File: src/rtl/rf_pkg.sv
// Shared types, default sizes and address-split helpers for the banked register file.
package rf_pkg;

  localparam int unsigned DefDataW   = 32;
  localparam int unsigned DefNumRegs = 64;
  localparam int unsigned DefNumBanks = 4;

  typedef enum logic [0:0] {
    StIdle,
    StConflict
  } state_e;

  // Low address bits pick the bank so consecutive registers land in different banks.
  function automatic int unsigned bank_idx(int unsigned addr, int unsigned num_banks);
    return addr % num_banks;
  endfunction

  function automatic int unsigned row_idx(int unsigned addr, int unsigned num_banks);
    return addr / num_banks;
  endfunction

endpackage

File: src/rtl/banked_register_file_if.sv
// Write port, read request handshake and registered read response of the register file.
interface banked_register_file_if #(
  parameter int unsigned DATA_W = 32,
  parameter int unsigned ADDR_W = 6
);
  logic              WEN;
  logic [ADDR_W-1:0] wsel;
  logic [DATA_W-1:0] wdat;
  logic              req_valid;
  logic              req_ready;
  logic              ren1;
  logic              ren2;
  logic [ADDR_W-1:0] rsel1;
  logic [ADDR_W-1:0] rsel2;
  logic              rsp_valid;
  logic [DATA_W-1:0] rdat1;
  logic [DATA_W-1:0] rdat2;

  modport master (
    output WEN, wsel, wdat, req_valid, ren1, ren2, rsel1, rsel2,
    input  req_ready, rsp_valid, rdat1, rdat2
  );

  modport slave (
    input  WEN, wsel, wdat, req_valid, ren1, ren2, rsel1, rsel2,
    output req_ready, rsp_valid, rdat1, rdat2
  );
endinterface

File: src/rtl/rf_bank.sv
// One bank: synchronous write, combinational read with same-cycle write bypass.
module rf_bank #(
  parameter int unsigned DATA_W = 32,
  parameter int unsigned ROWS   = 16,
  parameter int unsigned ROW_W  = 4
) (
  input  logic              clk,
  input  logic              rst_n,
  input  logic              we,
  input  logic [ROW_W-1:0]  wrow,
  input  logic [DATA_W-1:0] wdat,
  input  logic [ROW_W-1:0]  rrow,
  output logic [DATA_W-1:0] rdat
);

  logic [DATA_W-1:0] mem_q [ROWS];

  // Storage; reset clears every row.
  always_ff @(posedge clk or negedge rst_n) begin
    if (!rst_n) begin
      for (int i = 0; i < int'(ROWS); i++) mem_q[i] <= '0;
    end else if (we) begin
      mem_q[wrow] <= wdat;
    end
  end

  // A read racing a write to the same row sees the incoming data.
  always_comb begin
    rdat = mem_q[rrow];
    if (we && (wrow == rrow)) rdat = wdat;
  end

endmodule

File: src/rtl/banked_register_file.sv
// Multi-bank register file: two read ports, one write port, same-bank conflicts serialised.
module banked_register_file
  import rf_pkg::*;
#(
  parameter int unsigned DATA_W    = DefDataW,
  parameter int unsigned NUM_REGS  = DefNumRegs,
  parameter int unsigned NUM_BANKS = DefNumBanks
) (
  input logic CLK,
  input logic nRST,
  banked_register_file_if.slave bus
);

  localparam int unsigned ADDR_W = $clog2(NUM_REGS);
  localparam int unsigned BANK_W = $clog2(NUM_BANKS);
  localparam int unsigned ROWS   = NUM_REGS / NUM_BANKS;
  localparam int unsigned ROW_W  = (ROWS > 1) ? $clog2(ROWS) : 1;

  state_e            state_q, state_d;
  logic [ADDR_W-1:0] pend_addr_q, pend_addr_d;
  logic [DATA_W-1:0] hold1_q, hold1_d;
  logic [DATA_W-1:0] rdat1_q, rdat1_d;
  logic [DATA_W-1:0] rdat2_q, rdat2_d;
  logic              rsp_valid_q, rsp_valid_d;

  logic [BANK_W-1:0] bank1, bank2, bank_p, bank_w;
  logic [ROW_W-1:0]  row1, row2, row_p, row_w;
  logic              accept, conflict;
  logic [DATA_W-1:0] port1_dat, port2_dat;

  logic [DATA_W-1:0] rd_dat [NUM_BANKS];
  logic [ROW_W-1:0]  rd_row [NUM_BANKS];

  assign bank1  = BANK_W'(bank_idx(32'(bus.rsel1), NUM_BANKS));
  assign bank2  = BANK_W'(bank_idx(32'(bus.rsel2), NUM_BANKS));
  assign bank_p = BANK_W'(bank_idx(32'(pend_addr_q), NUM_BANKS));
  assign bank_w = BANK_W'(bank_idx(32'(bus.wsel), NUM_BANKS));
  assign row1   = ROW_W'(row_idx(32'(bus.rsel1), NUM_BANKS));
  assign row2   = ROW_W'(row_idx(32'(bus.rsel2), NUM_BANKS));
  assign row_p  = ROW_W'(row_idx(32'(pend_addr_q), NUM_BANKS));
  assign row_w  = ROW_W'(row_idx(32'(bus.wsel), NUM_BANKS));

  for (genvar b = 0; b < int'(NUM_BANKS); b++) begin : g_bank
    // While deferred, only the pending address is read; otherwise an enabled port 1 owns its bank.
    assign rd_row[b] = (state_q == StConflict)              ? row_p :
                       (bus.ren1 && (bank1 == BANK_W'(b)))  ? row1  : row2;

    rf_bank #(
      .DATA_W (DATA_W),
      .ROWS   (ROWS),
      .ROW_W  (ROW_W)
    ) u_bank (
      .clk   (CLK),
      .rst_n (nRST),
      .we    (bus.WEN && (bank_w == BANK_W'(b))),
      .wrow  (row_w),
      .wdat  (bus.wdat),
      .rrow  (rd_row[b]),
      .rdat  (rd_dat[b])
    );
  end

  assign bus.req_ready = (state_q == StIdle);
  assign accept        = bus.req_valid && bus.req_ready;
  assign conflict      = bus.ren1 && bus.ren2 && (bank1 == bank2) && (bus.rsel1 != bus.rsel2);
  assign port1_dat     = bus.ren1 ? rd_dat[bank1] : '0;
  assign port2_dat     = bus.ren2 ? rd_dat[bank2] : '0;

  // Next-state and response data; outputs hold unless a response is produced.
  always_comb begin
    state_d     = state_q;
    pend_addr_d = pend_addr_q;
    hold1_d     = hold1_q;
    rdat1_d     = rdat1_q;
    rdat2_d     = rdat2_q;
    rsp_valid_d = 1'b0;
    unique case (state_q)
      StIdle: begin
        if (accept) begin
          if (conflict) begin
            hold1_d     = port1_dat;
            pend_addr_d = bus.rsel2;
            state_d     = StConflict;
          end else begin
            rsp_valid_d = 1'b1;
            rdat1_d     = port1_dat;
            rdat2_d     = port2_dat;
          end
        end
      end
      StConflict: begin
        rsp_valid_d = 1'b1;
        rdat1_d     = hold1_q;
        rdat2_d     = rd_dat[bank_p];
        state_d     = StIdle;
      end
      default: state_d = StIdle;
    endcase
  end

  // FSM and response registers.
  always_ff @(posedge CLK or negedge nRST) begin
    if (!nRST) begin
      state_q     <= StIdle;
      pend_addr_q <= '0;
      hold1_q     <= '0;
      rdat1_q     <= '0;
      rdat2_q     <= '0;
      rsp_valid_q <= 1'b0;
    end else begin
      state_q     <= state_d;
      pend_addr_q <= pend_addr_d;
      hold1_q     <= hold1_d;
      rdat1_q     <= rdat1_d;
      rdat2_q     <= rdat2_d;
      rsp_valid_q <= rsp_valid_d;
    end
  end

  assign bus.rsp_valid = rsp_valid_q;
  assign bus.rdat1     = rdat1_q;
  assign bus.rdat2     = rdat2_q;

endmodule
File: src/flat_wrapper.sv
// flat-port wrapper written by rule: the top's interface ports become plain ports
module banked_register_file_flat import rf_pkg::*;
#(
  parameter int unsigned DATA_W    = DefDataW,
  parameter int unsigned NUM_REGS  = DefNumRegs,
  parameter int unsigned NUM_BANKS = DefNumBanks
)
  (CLK, nRST, bus_WEN, bus_wsel, bus_wdat, bus_req_valid, bus_ren1, bus_ren2, bus_rsel1, bus_rsel2, bus_req_ready, bus_rsp_valid, bus_rdat1, bus_rdat2);
  banked_register_file_if #(.DATA_W(DATA_W)) bus_i ();
  input logic CLK;
  input logic nRST;
  input wire logic [$bits(bus_i.WEN)-1:0] bus_WEN;
  input wire logic [$bits(bus_i.wsel)-1:0] bus_wsel;
  input wire logic [$bits(bus_i.wdat)-1:0] bus_wdat;
  input wire logic [$bits(bus_i.req_valid)-1:0] bus_req_valid;
  input wire logic [$bits(bus_i.ren1)-1:0] bus_ren1;
  input wire logic [$bits(bus_i.ren2)-1:0] bus_ren2;
  input wire logic [$bits(bus_i.rsel1)-1:0] bus_rsel1;
  input wire logic [$bits(bus_i.rsel2)-1:0] bus_rsel2;
  output wire logic [$bits(bus_i.req_ready)-1:0] bus_req_ready;
  output wire logic [$bits(bus_i.rsp_valid)-1:0] bus_rsp_valid;
  output wire logic [$bits(bus_i.rdat1)-1:0] bus_rdat1;
  output wire logic [$bits(bus_i.rdat2)-1:0] bus_rdat2;
  assign bus_i.WEN = bus_WEN;
  assign bus_i.wsel = bus_wsel;
  assign bus_i.wdat = bus_wdat;
  assign bus_i.req_valid = bus_req_valid;
  assign bus_i.ren1 = bus_ren1;
  assign bus_i.ren2 = bus_ren2;
  assign bus_i.rsel1 = bus_rsel1;
  assign bus_i.rsel2 = bus_rsel2;
  assign bus_req_ready = bus_i.req_ready;
  assign bus_rsp_valid = bus_i.rsp_valid;
  assign bus_rdat1 = bus_i.rdat1;
  assign bus_rdat2 = bus_i.rdat2;
  banked_register_file #(.DATA_W(DATA_W), .NUM_REGS(NUM_REGS), .NUM_BANKS(NUM_BANKS)) u_core (.CLK(CLK), .nRST(nRST), .bus(bus_i));
endmodule
File: config.mk
export PLATFORM = sky130hd
export DESIGN_NAME = banked_register_file_flat
export DESIGN_NICKNAME = d
export VERILOG_FILES = /design/src/rtl/rf_pkg.sv /design/src/rtl/banked_register_file_if.sv /design/src/rtl/rf_bank.sv /design/src/rtl/banked_register_file.sv /design/src/flat_wrapper.sv
export SDC_FILE = /design/constraint.sdc
export NUM_CORES = 2
export LEC_CHECK = 0
export CAP_MARGIN = 20
export CORE_ASPECT_RATIO = 0.5
export CORE_MARGIN = 5
export CORE_UTILIZATION = 65
export DETAILED_ROUTE_END_ITERATION = 8
export PLACE_DENSITY = 0.82
export SYNTH_ARGS = -nofsm -noshare
export SYNTH_HDL_FRONTEND = slang
export SYNTH_SLANG_ARGS = --single-unit
File: constraint.sdc
create_clock -name CLK -period 9.33 [get_ports CLK]
set_clock_uncertainty 0.05 [all_clocks]
set_input_delay 2.799 -clock CLK [delete_from_list [all_inputs] [get_ports CLK]]
set_output_delay 2.799 -clock CLK [all_outputs]
set_load 0.005 [all_outputs]
==> key figures <==
Synthesis
  • Avg Inst Size Synth: around 12 sq um
  • Primary FF master, synth: dfrtp_1
  • Ranking of synthesized cells by area: dfrtp_1 (52%), mux2_2 (22%), mux2i_1 (2.9%)
  • Multiplexer share of the synthesized area: between 20% and 30%
  • Asr flop ratio synth: 100%
  • Compound-Gate Fraction of Synth Area: 10.7%
  • Post-synthesis cell count: between 8000 and 9000
  • Post-synth EDFFs: 0
  • Adder-Cell Fraction of Synth Area: 0%
  • Synthesized cell area: between 0.1 and 0.15 sq mm
  • Yosys reg bits: roughly 2200
  • Cell variety after synth: 91
  • Syn Nets: about 8600
  • Simple-gate share of the synthesized area: ~7.3%
  • Yosys warning count: 0
  • Register area share after synthesis: between 50% and 60%
  • Fraction of synthesized cell area in xor and xnor cells: 0.0595%
  • Largest family of logic cells by synthesized area: multiplexers
  • Post-synth top area share: a little over half
  • Post-synth top area cell: dfrtp_1

Outcome
  • Status: complete, no violations

Clock tree
  • CTS resizes: 0
  • Clk_lat worst skew: 850 ps
  • H-tree level count: 4
  • Worst-path clk slew: ~70 ps
  • Hold buffers post-CTS: 0
  • CTS Buf Count: 190
  • Root Buffer: clkbuf_16
  • CTS sink count: ~2200
  • TritonCTS clock tree: done
  • Postcts setup bufs: 0
  • CTS max path bufs: 4

Setup path
  • Setup Crit Path Kind: input port to flop
  • Critical Path RT: approximately 10000 ps
  • Reg2reg setup slack: approximately 3400 ps
  • Crit. End Element: flop
  • CP max FO: 22
  • R2r endpoint: u_core.bus.rdat1[1]
  • FF-to-FF Start: u_core.state_q
  • R2R depth: 11
  • Setup crit start kind: input port
  • Worst Path Arrival: between 8000 and 9000 ps

Timing
  • Unrepaired setup endpoints after global routing: false
  • Pins Over Slew Limit: 0
  • Slew @ Worst Pin: ~1300 ps
  • Fin. Hold Viols: 0
  • Tcrit/Tclk final: about four fifths
  • TNS Setup: 0 ps
  • Max frequency: 133 MHz
  • Final Critical Period: 7500 ps
  • Relative slew slack: about an eighth
  • Final setup violation count: 0

Power and ir drop
  • Pwr dens: 209 mW/mm^2
  • Overall power: approximately 23 mW
  • Worst VDD drop: around 0.00016 V
  • P_leak: ~53 nW

Cells and area
  • Fill cells: about 10000
  • Total Nets Final: about 8300
  • Fraction of layout cells with a size suffix above 1: between 30% and 40%
  • Area growth from synthesis to layout: 9.33%

Global route
  • Largest net degree at the start of global routing: between 200 and 250
  • First-pass GRT wire length: between 400 and 500 mm
  • Global Route Usage Sum: 39.4%
  • Grt total ovfl: 0
  • Initial antenna violation count: 31
  • Vias in the first global route: between 70000 and 80000

Routing
  • Vias/cell: 7.30
  • Drc violations: 0
  • Via count: between 70000 and 80000
  • Total Wirelength: 336 mm
  • Routed WL per cell: 32.0 um
  • Iter 0 DRT Violations: between 10000 and 15000
  • Drt first pass iters: 9
  • Antenna-violating nets left: 0

Min path
  • Hold Path End: u_core.g_bank[2].u_bank.mem_q[179]
  • HP Class: flop to flop
  • Hold Startpoint: u_core.g_bank[2].u_bank.mem_q[179]
  • Hold Path Stages: 2

Die
  • I/O Pins: roughly 120
  • Die height: slightly below 300 um
  • Die width: around 570 um
  • Die area: around 0.17 sq mm
  • Placement Rows: between 100 and 150
  • Core area: 0.158 sq mm
  • Initial Util: 65.4%

Placement
  • Post-detail-place hpwl: roughly 200 mm
  • Number of buffers added on ports: approximately 120
  • GP Congestion: about 1.0

Flow run
  • Max-Cap Viols: 0
-- state kept, by name, indices dropped and copies added (netlist names) --
| signal | flops |
|---|---|
| u_core.hold1_q | 32 |
| u_core.pend_addr_q | 6 |
| u_core.state_q | 1 |
| u_core.g_bank.u_bank.mem_q | 2048 |
| u_core.bus.rdat1 | 32 |
| u_core.bus.rsp_valid | 1 |
| u_core.bus.rdat2 | 32 |
-- worst max-delay path by stage --
stage | from | end | slack [ps]
after floorplan | bus_rsel1[0] | u_core.hold1_q[7] | 3710
after global placement | bus_rsel1[1] | u_core.bus.rdat2[6] | 1330
after detailed placement | bus_rsel1[1] | u_core.hold1_q[28] | 1280
after CTS | bus_rsel1[1] | u_core.hold1_q[28] | 2090
after global routing | bus_rsel1[1] | u_core.bus.rdat1[1] | 1840
final | bus_rsel1[1] | u_core.bus.rdat1[14] | 1830
-- power breakdown --
part	internal, mW	switching, mW	total (mW)	leakage, nW
registers	10.6	0.754	11.3	28.6
logic	1.77	2.31	4.07	21.0
clock network	4.46	3.61	8.07	3.09
-- layout by cell type (no fill, tap or decap), drive strengths merged, types with 36 or more instances in the layout --
master         synthesis  final
dfrtp               2152   2152
mux2                2041   2041
nand2                738    738
a211oi               391    391
and3                 367    367
buf                  206    307
mux2i                302    302
clkbuf               664    280
o21ai                205    205
nor2                 161    161
a21oi                152    152
a311oi               108    108
nand3                 93     93
clkdlybuf4s50          0     88
a22oi                 83     83
a32oi                 79     79
a31oi                 61     61
mux4                  45     45
o211ai                44     44
a221o                 39     39
a22o                  39     39
nand4                 38     38
nor4                  38     38
o41ai                 36     36
clkinv                 0     36
-- area by class of cell --
class	instances	area [sq um]	area share, %
sequential	2152	53900	47.8
multi-input combinational	5466	46200	41.0
clock buffer	279	5610	4.98
timing repair buffer	396	3620	3.21
tap	2100	2630	2.33
clock inverter	56	627	0.556
inverter	20	75.1	0.0666
antenna	17	42.5	0.0378
-- critical path, cell delays in order --
cell and delay [ps]:
clkdlybuf4s50_1 770, or3b_1 820, a211o_1 700, nand2_2 500, buf_4 390, nand2_1 120, a32oi_1 230, nand4_1 350
o21ai_1 1060, a2bb2oi_1 250, a221o_1 190
-- kinds of logic after synthesis --
group,after synthesis
multiplexers,2388
AND/OR/NAND/NOR,1564
XOR/XNOR,7
AO/OA/AOI/OAI,1507
buffers and inverters,890
flip-flops,2152
-- cell usage after synthesis, types with 92 or more instances --
cell      count
clkbuf_1    664
and3_1      367
nor2_1      150
nand2_1     738
buf_1       111
o21ai_0     190
dfrtp_1    2152
a21oi_1     152
mux2_2     2041
nand3_1      92
a311oi_1    108
mux2i_1     302
a211oi_1    386
-- routing by layer --
metal / track usage [%] / up-vias / share of wire [%]
met5: 1.64 / - / 0.24
met4: 20.2 / 18 / 6.0
met3: 17.1 / 1158 / 14
met2: 54.5 / 5164 / 41
met1: 52.9 / 39400 / 38
li1: - / 30900 / -
-- stage by stage --
step	hold slack [ps]	utilization [%]	instance area, sq um	std cells	setup slack, ps
floorplan	392	-	103000	8508	3710
global placement	404	67.3	106000	10100	1330
detailed placement	415	67.3	106000	10100	1280
CTS	429	71.3	112000	10500	2090
global route	452	71.5	113000	10500	1840
finish	427	71.5	113000	10500	1830
Power figures use the tool's default switching activity.
